**src/rtl/inter_port_demux_if.sv**
```systemverilog
// Bus bundle for inter_port_demux: inbound crossbar stream, per-queue egress
// streams and the packet statistics.
interface inter_port_demux_if #(
    parameter int NUM_OUT = 4,
    parameter int DST_W   = 4,
    parameter int MSG_W   = 34
);
    logic [MSG_W-1:0]         iInterMsg;
    logic [DST_W-1:0]         iInterDst;
    logic                     iInterVld;
    logic                     oInterRdy;
    logic [NUM_OUT*MSG_W-1:0] oPortMsg;
    logic [NUM_OUT-1:0]       oPortVld;
    logic [NUM_OUT-1:0]       iPortRdy;
    logic [NUM_OUT*16-1:0]    oPktCnt;
    logic [15:0]              oDropCnt;

    modport slave (
        input  iInterMsg, iInterDst, iInterVld, iPortRdy,
        output oInterRdy, oPortMsg, oPortVld, oPktCnt, oDropCnt
    );

    modport master (
        output iInterMsg, iInterDst, iInterVld, iPortRdy,
        input  oInterRdy, oPortMsg, oPortVld, oPktCnt, oDropCnt
    );
endinterface

```
**src/rtl/inter_port_demux.sv**
```systemverilog
// Steers whole packets from one crossbar return stream to NUM_OUT egress queues,
// each behind a main+skid register pair, with forwarded/dropped packet counters.
module inter_port_demux #(
    parameter int NUM_OUT = 4,
    parameter int DST_W   = 4,
    parameter int MSG_W   = 34
) (
    input  logic              iClk,
    input  logic              iRst,
    inter_port_demux_if.slave bus
);
    typedef enum logic [1:0] {ST_IDLE = 2'd0, ST_FWD = 2'd1, ST_DROP = 2'd2} state_t;

    state_t           state_q, state_d;
    logic [DST_W-1:0] dst_q, dst_d;
    logic [15:0]      drop_cnt_q, drop_cnt_d;

    logic                     sop, eop, dst_ok, route, acc, fwd_eop;
    logic [DST_W-1:0]         tgt;
    logic [NUM_OUT-1:0]       tgt_hot, skid_full, push_hot, main_vld;
    logic [NUM_OUT*MSG_W-1:0] port_msg;
    logic [NUM_OUT*16-1:0]    pkt_cnt;

    // In IDLE the candidate queue comes straight from the inbound word, so an
    // SOP word can be accepted in the same cycle it is presented.
    always_comb begin
        sop    = bus.iInterMsg[0];
        eop    = bus.iInterMsg[1];
        dst_ok = int'(bus.iInterDst) < NUM_OUT;
        tgt    = (state_q == ST_IDLE) ? bus.iInterDst : dst_q;
        route  = (state_q == ST_FWD) || ((state_q == ST_IDLE) && sop && dst_ok);
    end

    assign bus.oInterRdy = !iRst && (!route || !(|(skid_full & tgt_hot)));
    assign acc           = bus.iInterVld && bus.oInterRdy;
    assign push_hot      = (acc && route) ? tgt_hot : '0;
    assign fwd_eop       = acc && route && eop;

    always_comb begin
        state_d    = state_q;
        dst_d      = dst_q;
        drop_cnt_d = drop_cnt_q;
        if (acc) begin
            case (state_q)
                ST_IDLE: begin
                    if (sop && dst_ok) begin
                        dst_d   = bus.iInterDst;
                        state_d = eop ? ST_IDLE : ST_FWD;
                    end else begin
                        drop_cnt_d = drop_cnt_q + 16'd1;
                        state_d    = eop ? ST_IDLE : ST_DROP;
                    end
                end
                ST_FWD, ST_DROP: begin
                    if (eop) state_d = ST_IDLE;
                end
                default: state_d = ST_IDLE;
            endcase
        end
    end

    always_ff @(posedge iClk or posedge iRst) begin
        if (iRst) begin
            state_q    <= ST_IDLE;
            dst_q      <= '0;
            drop_cnt_q <= 16'd0;
        end else begin
            state_q    <= state_d;
            dst_q      <= dst_d;
            drop_cnt_q <= drop_cnt_d;
        end
    end

    genvar gi;
    generate
        for (gi = 0; gi < NUM_OUT; gi++) begin : g_lane
            logic [MSG_W-1:0] main_msg_q, main_msg_d, skid_msg_q, skid_msg_d;
            logic             main_vld_q, main_vld_d, skid_vld_q, skid_vld_d;
            logic             pop;
            logic [15:0]      pkt_cnt_q, pkt_cnt_d;

            assign tgt_hot[gi] = (tgt == DST_W'(gi));

            // The skid only fills when a word arrives while the main register
            // is stalled; it drains into main on the next downstream pop.
            always_comb begin
                pop        = main_vld_q && bus.iPortRdy[gi];
                main_msg_d = main_msg_q;
                main_vld_d = main_vld_q;
                skid_msg_d = skid_msg_q;
                skid_vld_d = skid_vld_q;
                pkt_cnt_d  = pkt_cnt_q;
                if (skid_vld_q) begin
                    if (pop) begin
                        main_msg_d = skid_msg_q;
                        skid_vld_d = 1'b0;
                    end
                end else if (push_hot[gi]) begin
                    if (!main_vld_q || pop) begin
                        main_msg_d = bus.iInterMsg;
                        main_vld_d = 1'b1;
                    end else begin
                        skid_msg_d = bus.iInterMsg;
                        skid_vld_d = 1'b1;
                    end
                end else if (pop) begin
                    main_vld_d = 1'b0;
                end
                if (fwd_eop && tgt_hot[gi]) pkt_cnt_d = pkt_cnt_q + 16'd1;
            end

            always_ff @(posedge iClk or posedge iRst) begin
                if (iRst) begin
                    main_msg_q <= '0;
                    main_vld_q <= 1'b0;
                    skid_msg_q <= '0;
                    skid_vld_q <= 1'b0;
                    pkt_cnt_q  <= 16'd0;
                end else begin
                    main_msg_q <= main_msg_d;
                    main_vld_q <= main_vld_d;
                    skid_msg_q <= skid_msg_d;
                    skid_vld_q <= skid_vld_d;
                    pkt_cnt_q  <= pkt_cnt_d;
                end
            end

            assign main_vld[gi]                  = main_vld_q;
            assign skid_full[gi]                 = skid_vld_q;
            assign port_msg[gi*MSG_W +: MSG_W]   = main_msg_q;
            assign pkt_cnt[gi*16 +: 16]          = pkt_cnt_q;
        end
    endgenerate

    assign bus.oPortVld = main_vld;
    assign bus.oPortMsg = port_msg;
    assign bus.oPktCnt  = pkt_cnt;
    assign bus.oDropCnt = drop_cnt_q;
endmodule

```
**src/flat_wrapper.sv**
```systemverilog
// flat-port wrapper written by rule: the top's interface ports become plain ports
module inter_port_demux_flat 
#(
    parameter int NUM_OUT = 4,
    parameter int DST_W   = 4,
    parameter int MSG_W   = 34
)
  (iClk, iRst, bus_iInterMsg, bus_iInterDst, bus_iInterVld, bus_iPortRdy, bus_oInterRdy, bus_oPortMsg, bus_oPortVld, bus_oPktCnt, bus_oDropCnt);
  inter_port_demux_if #(.NUM_OUT(NUM_OUT), .DST_W(DST_W), .MSG_W(MSG_W)) bus_i ();
  input  logic iClk;
  input  logic iRst;
  input wire logic [$bits(bus_i.iInterMsg)-1:0] bus_iInterMsg;
  input wire logic [$bits(bus_i.iInterDst)-1:0] bus_iInterDst;
  input wire logic [$bits(bus_i.iInterVld)-1:0] bus_iInterVld;
  input wire logic [$bits(bus_i.iPortRdy)-1:0] bus_iPortRdy;
  output wire logic [$bits(bus_i.oInterRdy)-1:0] bus_oInterRdy;
  output wire logic [$bits(bus_i.oPortMsg)-1:0] bus_oPortMsg;
  output wire logic [$bits(bus_i.oPortVld)-1:0] bus_oPortVld;
  output wire logic [$bits(bus_i.oPktCnt)-1:0] bus_oPktCnt;
  output wire logic [$bits(bus_i.oDropCnt)-1:0] bus_oDropCnt;
  assign bus_i.iInterMsg = bus_iInterMsg;
  assign bus_i.iInterDst = bus_iInterDst;
  assign bus_i.iInterVld = bus_iInterVld;
  assign bus_i.iPortRdy = bus_iPortRdy;
  assign bus_oInterRdy = bus_i.oInterRdy;
  assign bus_oPortMsg = bus_i.oPortMsg;
  assign bus_oPortVld = bus_i.oPortVld;
  assign bus_oPktCnt = bus_i.oPktCnt;
  assign bus_oDropCnt = bus_i.oDropCnt;
  inter_port_demux #(.NUM_OUT(NUM_OUT), .DST_W(DST_W), .MSG_W(MSG_W)) u_core (.iClk(iClk), .iRst(iRst), .bus(bus_i));
endmodule
```
**config.mk**
```make
export PLATFORM = sky130hd
export DESIGN_NAME = inter_port_demux_flat
export DESIGN_NICKNAME = d
export VERILOG_FILES = /design/src/rtl/inter_port_demux_if.sv /design/src/rtl/inter_port_demux.sv /design/src/flat_wrapper.sv
export SDC_FILE = /design/constraint.sdc
export NUM_CORES = 1
export LEC_CHECK = 0
export ABC_AREA = 1
export BUFFER_PORTS_ARGS = -buffer_cell sky130_fd_sc_hd__buf_2
export CAP_MARGIN = 20
export CORE_ASPECT_RATIO = 1.75
export CORE_MARGIN = 5
export CORE_UTILIZATION = 36
export DETAILED_ROUTE_END_ITERATION = 8
export GPL_ROUTABILITY_DRIVEN = 0
export GPL_TIMING_DRIVEN = 0
export MAX_ROUTING_LAYER = met4
export PLACE_DENSITY = 0.58
export SLEW_MARGIN = 20
export SYNTH_ARGS = -nofsm -noshare
export SYNTH_HDL_FRONTEND = slang
export SYNTH_SLANG_ARGS = --single-unit
```
**constraint.sdc**
```tcl
create_clock -name iClk -period 29.3 [get_ports iClk]
set_input_delay 1.465 -clock iClk [delete_from_list [all_inputs] [get_ports iClk]]
set_output_delay 1.465 -clock iClk [all_outputs]
set_load 0.05 [all_outputs]
```
==> summary.md, run 1 <==
| Metric | Value |
|---|---|
| Mapped Cells | 2052 |
| Pre-CTS setup slack | 25.01 ns |
| Cell taking the most area after synthesis | dfrtp_1 |
| Fin. max-slew vios | 0 |
| Starting Density | 36.27% |
| Setup Buffers After CTS | 0 |
| CTS tree | done |
| Via count | 14860 |
| Critical setup path kind | in2out |
| Max IR drop VDD | 0.07814 mV |
| Worst hold path type | reg2reg |
| Initial DRC count | 1120 |
| Main combinational cell family by area after synthesis | simple AND/OR/NAND/NOR gates |
| Average routed wire per standard cell | 18.26 microns |
| DR pass1 iterations | 5 |
| DP Cell Count | 2909 |
| Max Cap Viol | 0 |
| Final Instance Count excl. Fillers | 2979 |
| Register area share after synthesis | 53.84% |
| Die X | 174.3 microns |
| Core Box Area | 46900 sq um |
| DRC viols | 0 |
| Initial antenna violation count | 2 |
| Setup_tns | 0 ns |
| Post-Syn Area | 17010 sq um |
| Post-DP HPWL | 40610 microns |
| Post-Syn Nets | 2104 |
| Vias in the first global route | 14960 |
| Area added between synthesis and finish | 20.49% |
| Slack of the critical path | 24.99 ns |
| Total CTS buffers | 38 |
| Worst-case clock skew | 0.02115 ns |
| ANT nets after route | 0 |
| Crit share post-route | 14.71% |
| Critical-path maximum fanout | 4 |
| Max-slew headroom | 49.68% |
| Syn avg cell area | 8.290 sq um |
| Final Util | 43.70% |
| Setup repair after global routing missed its margin | no |
| Pin count of the biggest net entering global routing | 94 |
| Clock insertion delay at the later pin of the skew report | 0.56 ns |
| Synth Area in Compound Gates | 10.29% |
| Yosys reg bits | 366 |
| Worst-path clk slew | 0.06 ns |
| GRT overflow | 0 |
| Adder-cell share of the synthesized area | 0.5149% |
| Post-synth top cells | nand2_1 (763), dfrtp_1 (366), o21ai_0 (305) |
| Crit path DAT | 2.84 ns |
| Pleak | 10.44 nW |
| Worst-Margin Slew | 0.7469 ns |
| Power Density | 78.84 nW/um^2 |
| Layout cells sized above 1 | 17.20% |
| Most numerous cell in the Yosys netlist | nand2_1 |
| Tot GR Track Use | 21.17% |
| Ys async rst share | 100.0% |
| Max Fclk | 232.0 MHz |
| Vias per Instance | 4.987 |
| Clock tree buffer depth | 3 |
| Ranking of synthesized cells by area | dfrtp_1 (54%), nand2_1 (17%), o21ai_0 (9.0%) |
| Startpoint Class | input port |
| Status | finished clean |
| Htree depth | 2 |
| Cts hold-fix bufs | 0 |
| Synth Area in Simple Gates | 25.37% |
| Yosys top cell area share | 53.84% |
| Setup crit end kind | output port |
| PostCTS Resize Cnt | 0 |
| Final min period | 4.310 ns |
| Area post-placement | 19190 sq um |
| Critical path required time | 27.83 ns |
| Buffers on Ports | 265 |
| Fin. Hold Viols | 0 |
| Final setup vio count | 0 |
| Top Ports | 266 |
| Die ar. | 51870 sq um |
| Post-synthesis mux area share | 0% |
| Synth Area in XOR/XNOR | 3.810% |
| Yosys cell types | 31 |
| Root buf cell | clkbuf_16 |
| Post-Route WL | 54390 microns |
| Cell Rows | 105 |
| Design area | 20500 sq um |
| Fin nets | 2413 |
| Top FF cell, synth | dfrtp_1 |
| Ys Warns | 0 |
| Die height | 297.6 microns |
| Number of synthesized flops with an enable pin | 0 |
| First-pass GRT wire length | 84720 microns |
| CTS sink count | 366 |
## worst paths after layout
kind,from,endpoint,slack (ns),cells after the start
worst min register to register,u_core.g_lane[0].main_msg_q[23],u_core.g_lane[0].main_msg_q[23],0.46,2
min in group asynchronous,iRst,u_core.dst_q[0],0.94,2
worst max register to register,u_core.state_q[0],u_core.g_lane[3].main_msg_q[21],26.24,16
worst max-delay path,bus_iInterDst[0],bus_oInterRdy,24.99,11
worst min-delay path,u_core.g_lane[0].main_msg_q[23],u_core.g_lane[0].main_msg_q[23],0.46,2
max in group asynchronous,iRst,u_core.g_lane[2].main_msg_q[10],26.67,5
## worst max-delay path: stages
cell and delay, ns:
buf_2 0.11, inv_1 0.07, nand2_1 0.05, nand2_1 0.10, nor2_1 0.06, nand3_1 0.07
nand2_1 0.07, nor2_2 0.19, nor2_1 0.06, nor2_1 0.26, buf_2 0.33
## sequential cells by signal (all words and copies together) (netlist names)
signal,flops
u_core.state_q,2
u_core.bus.oDropCnt,16
u_core.g_lane.main_msg_q,136
u_core.g_lane.main_vld_q,4
u_core.dst_q,4
u_core.g_lane.pkt_cnt_q,64
u_core.g_lane.skid_msg_q,136
u_core.g_lane.skid_vld_q,4
## stage by stage
stage	power [mW]	hold slack [ns]
2_1_floorplan	0.9773	0.4368
3_3_place_gp	1.108	0.4525
3_5_place_dp	1.114	0.4538
4_1_cts	1.634	0.4694
5_1_grt	1.689	0.4907
6_report	1.616	0.4626
## final cells by class
cell class                 count  area, sq um
antenna                        2        5.005
inverter                     114        435.4
clock buffer                  54         1112
timing repair buffer         269         1436
sequential                   366         9159
multi-input combinational   1459         6802
fill                        4798        26400
clock inverter                14        188.9
buffer                       113        623.1
tap                          588        735.7
## routing by layer
| metal | GRT usage (%) | vias to the layer above | wire length, microns |
|---|---|---|---|
| li1 | - | 7221 | - |
| met1 | 24.46 | 7106 | 21820 |
| met2 | 36.79 | 422 | 27700 |
| met3 | 2.670 | 106 | 2323 |
| met4 | 9.323 | 0 | 2547 |
| met5 | - | - | 0 |
## logic make-up after synthesis
logic type | Yosys count
buffers and inverters | 227
adder cells (fa/ha/maj) | 7
AND/OR/NAND/NOR | 1043
AO/OA/AOI/OAI | 335
XOR/XNOR | 74
flip-flops | 366
## power by group
group          internal, mW  total (mW)  switching [mW]
logic                0.0963       0.471           0.375
registers             0.575       0.631          0.0565
clock network         0.301       0.513           0.212
## layout by cell type (no fill, tap or decap), types with 3 or more instances in the layout
cell type  instances
nand2_1          763
dfrtp_1          366
o21ai_0          305
buf_2            279
nand3_1          173
inv_1            108
clkbuf_1          72
nor2_1            46
clkbuf_16         39
xor2_1            38
xnor2_1           36
nor3_1            27
o21ai_1           19
buf_4             18
buf_6             15
clkinv_2           8
clkbuf_8           8
ha_1               7
nand4_1            6
nor4_1             6
nand2_2            5
or2_2              5
o21ai_2            5
o21bai_4           4
clkinv_1           4
nand2_4            4
bufinv_16          4
buf_16             4
nor3_4             3
No activity file was read; power rests on OpenSTA's default activity.
==> inputs of run 2 (changes only) <==
- clock period: 29.3 -> 4 ns (I/O delays scaled with it)
==> run 2 against run 1 <==
- non-clock buffer count grew 16
- critical endpoint is now u_core.g_lane[3].main_msg_q[28]
- sequential share of layout area shrank 0.50 points
- highest routed layer unchanged
- via count grew 1.4%
- cell count grew 0.40%
- setup slack lost 24 ns
==> summary.md, run 2 (synthesis gave the netlist of run 1 again) <==
| Metric | Value |
|---|---|
| Total CTS buffers | 37 |
| Fin. max-slew vios | 0 |
| Top Ports | 266 |
| Cell Rows | 105 |
| Crit path DAT | 3.52 ns |
| CTS tree | done |
| Setup Buffers After CTS | 0 |
| Startpoint Class | flop |
| Die height | 297.6 microns |
| Design Power | 11.88 mW |
| Worst-case clock skew | 0.02287 ns |
| Tot GR Track Use | 21.39% |
| GRT overflow | 0 |
| Hold_ws | 0.03939 ns |
| Max-slew headroom | 45.60% |
| Setup crit end kind | flop |
| Average routed wire per standard cell | 18.40 microns |
| Slowest CP cell | o21bai_4 |
| Vias in the first global route | 15250 |
| Design area | 20730 sq um |
| Critical setup path kind | reg2reg |
| Pre-CTS setup slack | 0.9756 ns |
| Worst hold path type | in2reg |
| Critical-path maximum fanout | 10 |
| Crit-path cells | inv_1 -> ha_1 -> inv_2 -> nand2_1 -> nand2_1 -> nor2_1 -> nand3_1 -> nand2_1 -> nor2_2 -> nand4_2 -> buf_6 -> o21bai_4 -> nand2_4 -> buf_6 -> nand2_1 -> nand2_1 |
| Max Cap Viol | 0 |
| Final min period | 3.097 ns |
| Setup_tns | 0 ns |
| Starting Density | 36.27% |
| Post-Route WL | 55020 microns |
| Core Box Area | 46900 sq um |
| DRC viols | 0 |
| Power Density | 573.1 nW/um^2 |
| Setup repair after global routing missed its margin | no |
| Htree depth | 2 |
| CTS sink count | 366 |
| Via count | 15060 |
| Max Fclk | 322.9 MHz |
| Inserted Diodes | 0 |
| Clock tree buffer depth | 3 |
| Slack of the critical path | 0.9035 ns |
| Final Instance Count excl. Fillers | 2991 |
| Worst-path clk slew | 0.06 ns |
| Layout cells sized above 1 | 17.64% |
| Area added between synthesis and finish | 21.87% |
| Max stage delay on crit path | 0.43 ns |
| DP Cell Count | 2917 |
| CP dominant cell by count | nand2_1 |
| Regs by FF count | u_core.g_lane.main_msg_q: 136 flops, u_core.g_lane.skid_msg_q: 136 flops, u_core.g_lane.pkt_cnt_q: 64 flops |
| Commonest non-fill, non-tap cells in the layout | nand2_1 (762), dfrtp_1 (366), o21ai_0 (305), buf_2 (277), nand3_1 (173) |
| Final Util | 44.20% |
| Final setup vio count | 0 |
| Crit share post-route | 77.41% |
| Die ar. | 51870 sq um |
| Pleak | 10.55 nW |
| DR pass1 iterations | 7 |
| Max IR drop VDD | 0.5442 mV |
| ANT nets after route | 0 |
| Clock insertion delay at the later pin of the skew report | 0.55 ns |
| Cts hold-fix bufs | 8 |
| Die X | 174.3 microns |
| Fin nets | 2428 |
| Fin. Hold Viols | 0 |
| Worst-Margin Slew | 0.8074 ns |
| Root buf cell | clkbuf_16 |
| Critical path required time | 4.42 ns |
| Vias per Instance | 5.036 |
| Initial antenna violation count | 0 |
| Area post-placement | 19340 sq um |
| PostCTS Resize Cnt | 0 |
| R2R setup slack | 0.90 ns |
| First-pass GRT wire length | 85840 microns |
| Pin count of the biggest net entering global routing | 36 |
| Status | finished clean |
| Buffers on Ports | 265 |
| Most common cell after layout, fill and taps aside | nand2_1 |
| Initial DRC count | 1006 |
| Post-DP HPWL | 41460 microns |
run 2: cell type report:
type	count	area [sq um]
sequential	366	9159
timing repair buffer	285	1654
clock inverter	16	197.7
buffer	113	631.9
tap	588	735.7
multi-input combinational	1459	6804
fill	4712	26170
inverter	114	431.7
clock buffer	50	1117
run 2: final timing paths:
path,startpoint,to,cells past startpoint
max,u_core.state_q[0],u_core.g_lane[3].main_msg_q[28],16
min,bus_iInterVld,u_core.state_q[0],4
max reg2reg,u_core.state_q[0],u_core.g_lane[3].main_msg_q[28],16
min reg2reg,u_core.g_lane[3].main_msg_q[31],u_core.g_lane[3].main_msg_q[31],2
max in group asynchronous,iRst,u_core.g_lane[2].main_msg_q[11],9
min in group asynchronous,iRst,u_core.g_lane[1].pkt_cnt_q[2],3
run 2: power by group:
group          internal (mW)  switching (mW)  total (mW)
Combinational          0.724            2.75        3.47
Clock                   2.23            1.55        3.78
Sequential              4.21           0.423        4.63
run 2: routing by layer:
metal	routed length, microns	global-route usage, %	up-vias
met5	0	-	-
met4	2984	10.21	0
met3	3180	3.382	121
met2	27710	36.79	474
met1	21150	24.25	7230
li1	-	-	7239
run 2: worst max-delay path: cells and delay by family (launching register included):
family / cells / cell delay [ns]
AND/OR/NAND/NOR: 10 / 1.17
buffers and inverters: 4 / 0.69
AO/OA/AOI/OAI: 1 / 0.43
flip-flops: 1 / 0.38
adder cells (fa/ha/maj): 1 / 0.28
==> inputs of run 3 (changes only) <==
- clock period: 4 -> 3 ns (I/O delays scaled with it)
==> run 3 against run 2 <==
- hold slack worse by 0.022 ns
- non-clock buffer count is 19 higher
- routed wire length rose by 0.14%
- clock skew fell by 0.00092 ns
- combinational power is 34% higher
- critical path depth did not move
- first-iteration DRC count rose by 2.3%
==> summary.md, run 3 (synthesis gave the netlist of run 1 again) <==
| Metric | Value |
|---|---|
| Origin of the worst min-delay path | bus_iInterMsg[11] |
| Starting Density | 36.27% |
| Clock tree buffer depth | 3 |
| Setup repair after global routing missed its margin | no |
| DRC viols | 0 |
| Status | finished clean |
| Cell Rows | 105 |
| Worst-case clock skew | 0.02195 ns |
| Post-DP HPWL | 41460 microns |
| Slack of the critical path | 0.2400 ns |
| Die ar. | 51870 sq um |
| Post-Route WL | 55100 microns |
| Reg2reg path depth | 16 |
| ANT nets after route | 0 |
| Core Box Area | 46900 sq um |
| Total CTS buffers | 37 |
| Most common cell after layout, fill and taps aside | nand2_1 |
| Critical path required time | 3.48 ns |
| Setup crit end kind | flop |
| Max Fclk | 362.3 MHz |
| Worst-path clk slew | 0.06 ns |
| Die X | 174.3 microns |
| Hold path endpoint | u_core.g_lane[3].skid_msg_q[11] |
| First-pass GRT wire length | 85990 microns |
| Via count | 15180 |
| Fin nets | 2447 |
| Fin. max-slew vios | 0 |
| Initial antenna violation count | 1 |
| Top Ports | 266 |
| Critical R2R Launch | u_core.state_q[0] |
| Commonest non-fill, non-tap cells in the layout | nand2_1 (761), dfrtp_1 (366), o21ai_0 (305), buf_2 (278), nand3_1 (172) |
| Final Util | 44.66% |
| Final min period | 2.760 ns |
| Max IR drop VDD | 0.7243 mV |
| Area added between synthesis and finish | 23.12% |
| Crit path DAT | 3.24 ns |
| Vias per Instance | 5.043 |
| Clock insertion delay at the later pin of the skew report | 0.55 ns |
| Initial DRC count | 1029 |
| Final setup vio count | 0 |
| Regs by FF count | u_core.g_lane.main_msg_q: 136 flops, u_core.g_lane.skid_msg_q: 136 flops, u_core.g_lane.pkt_cnt_q: 64 flops |
| Root buf cell | clkbuf_16 |
| Htree depth | 2 |
| CTS sink count | 366 |
| R2R setup slack | 0.24 ns |
| Worst-Margin Slew | 0.8248 ns |
| Hold depth | 3 |
| GRT overflow | 0 |
| Max Cap Viol | 0 |
| Critical setup path kind | reg2reg |
| Setup crit start | u_core.state_q[0] |
| Tot GR Track Use | 21.42% |
| Pin count of the biggest net entering global routing | 36 |
| Startpoint Class | flop |
| DR pass1 iterations | 7 |
| Buffers on Ports | 265 |
| Pleak | 10.65 nW |
| Max-slew headroom | 44.43% |
| Reg-to-reg endpoint | u_core.g_lane[3].main_msg_q[17] |
| Vias in the first global route | 15300 |
| Pre-CTS setup slack | -0.02439 ns |
| Worst hold path type | in2reg |
| Fin. Hold Viols | 0 |
| Crit share post-route | 92.00% |
| Power Density | 757.1 nW/um^2 |
| Critical-path maximum fanout | 10 |
| Average routed wire per standard cell | 18.30 microns |
| Die height | 297.6 microns |
| CTS tree | done |
| Layout cells sized above 1 | 18.37% |
run 3: cell count changes in the layout (fill, tap and decap cells not counted), sizes merged:
cell,delta
buf,+17
dlygate4sd3,+3
clkbuf,-1
diode,+1
run 3: per-stage QoR:
stage | setup TNS (ns) | total power, mW | cell area [sq um] | std cells | hold slack [ns]
floorplan | -2152.96 | 9.546 | 17030 | 2052 | 0.3078
global placement | -4154.04 | 10.84 | 19090 | 2905 | 0.4270
detailed placement | -0.2764 | 10.92 | 19340 | 2917 | 0.2072
CTS | 0 | 16.00 | 20810 | 3000 | 0.01992
global route | 0 | 16.54 | 20940 | 3011 | 0.03565
finish | 0 | 15.86 | 20940 | 3011 | 0.01763
run 3: worst max-delay path by stage:
| stage | to | slack (ns) | depth (start not counted) |
|---|---|---|---|
| finish | u_core.g_lane[3].main_msg_q[17] | 0.24 | 16 |
| global route | u_core.state_q[0] | 0.03 | 14 |
| CTS | u_core.g_lane[2].main_msg_q[27] | 0.02 | 16 |
| detailed placement | u_core.g_lane[3].main_msg_q[5] | -0.02 | 16 |
| global placement | u_core.g_lane[2].skid_msg_q[31] | -7.74 | 8 |
| floorplan | u_core.g_lane[3].skid_msg_q[1] | -4.15 | 7 |
run 3: critical path, stage by stage (launching register included):
cell and delay [ns]:
dfrtp_1 0.37, inv_1 0.05, ha_1 0.27, inv_2 0.16, nand2_1 0.06, nand2_1 0.11
nor2_1 0.08, nand3_1 0.06, nand2_1 0.10, nor2_4 0.16, nand4_4 0.15, buf_6 0.23
o21bai_4 0.27, buf_4 0.20, buf_4 0.16, nand3_1 0.13, nand2_1 0.10
run 3: cell type report:
class                   instances  area [sq um]
fillers                      4700         25960
flip-flops and latches        366          9159
plain buffers                 113         634.4
well taps                     588         735.7
clock inverters                16         197.7
diodes                          1         2.502
clock buffers                  50          1117
repair buffers                304          1829
multi-input cells            1459          6837
inverters                     114         431.7
run 3: routing by layer:
metal / global-route usage [%] / up-vias / part of all wire [%] / wire (microns)
li1: - / 7283 / - / -
met1: 24.32 / 7331 / 39 / 21490
met2: 36.68 / 446 / 50 / 27690
met3: 3.357 / 123 / 5.3 / 2934
met4: 10.57 / 0 / 5.4 / 2986
met5: - / - / 0 / 0
run 3: timing repair:
action                                 in CTS  in global routing
endpoints found under the hold margin      47                  0
setup endpoints to repair                  31                167
hold buffers                               11                  0
gates resized for setup                     0                 11
pin swaps                                   2                  4
buffers inserted                            6                 10
run 3: power by group:
group / total (mW) / switching (mW) / internal, mW
clock: 5.04 / 2.07 / 2.97
combinational: 4.64 / 3.66 / 0.973
sequential: 6.18 / 0.569 / 5.61
total: 15.9 / 6.30 / 9.56
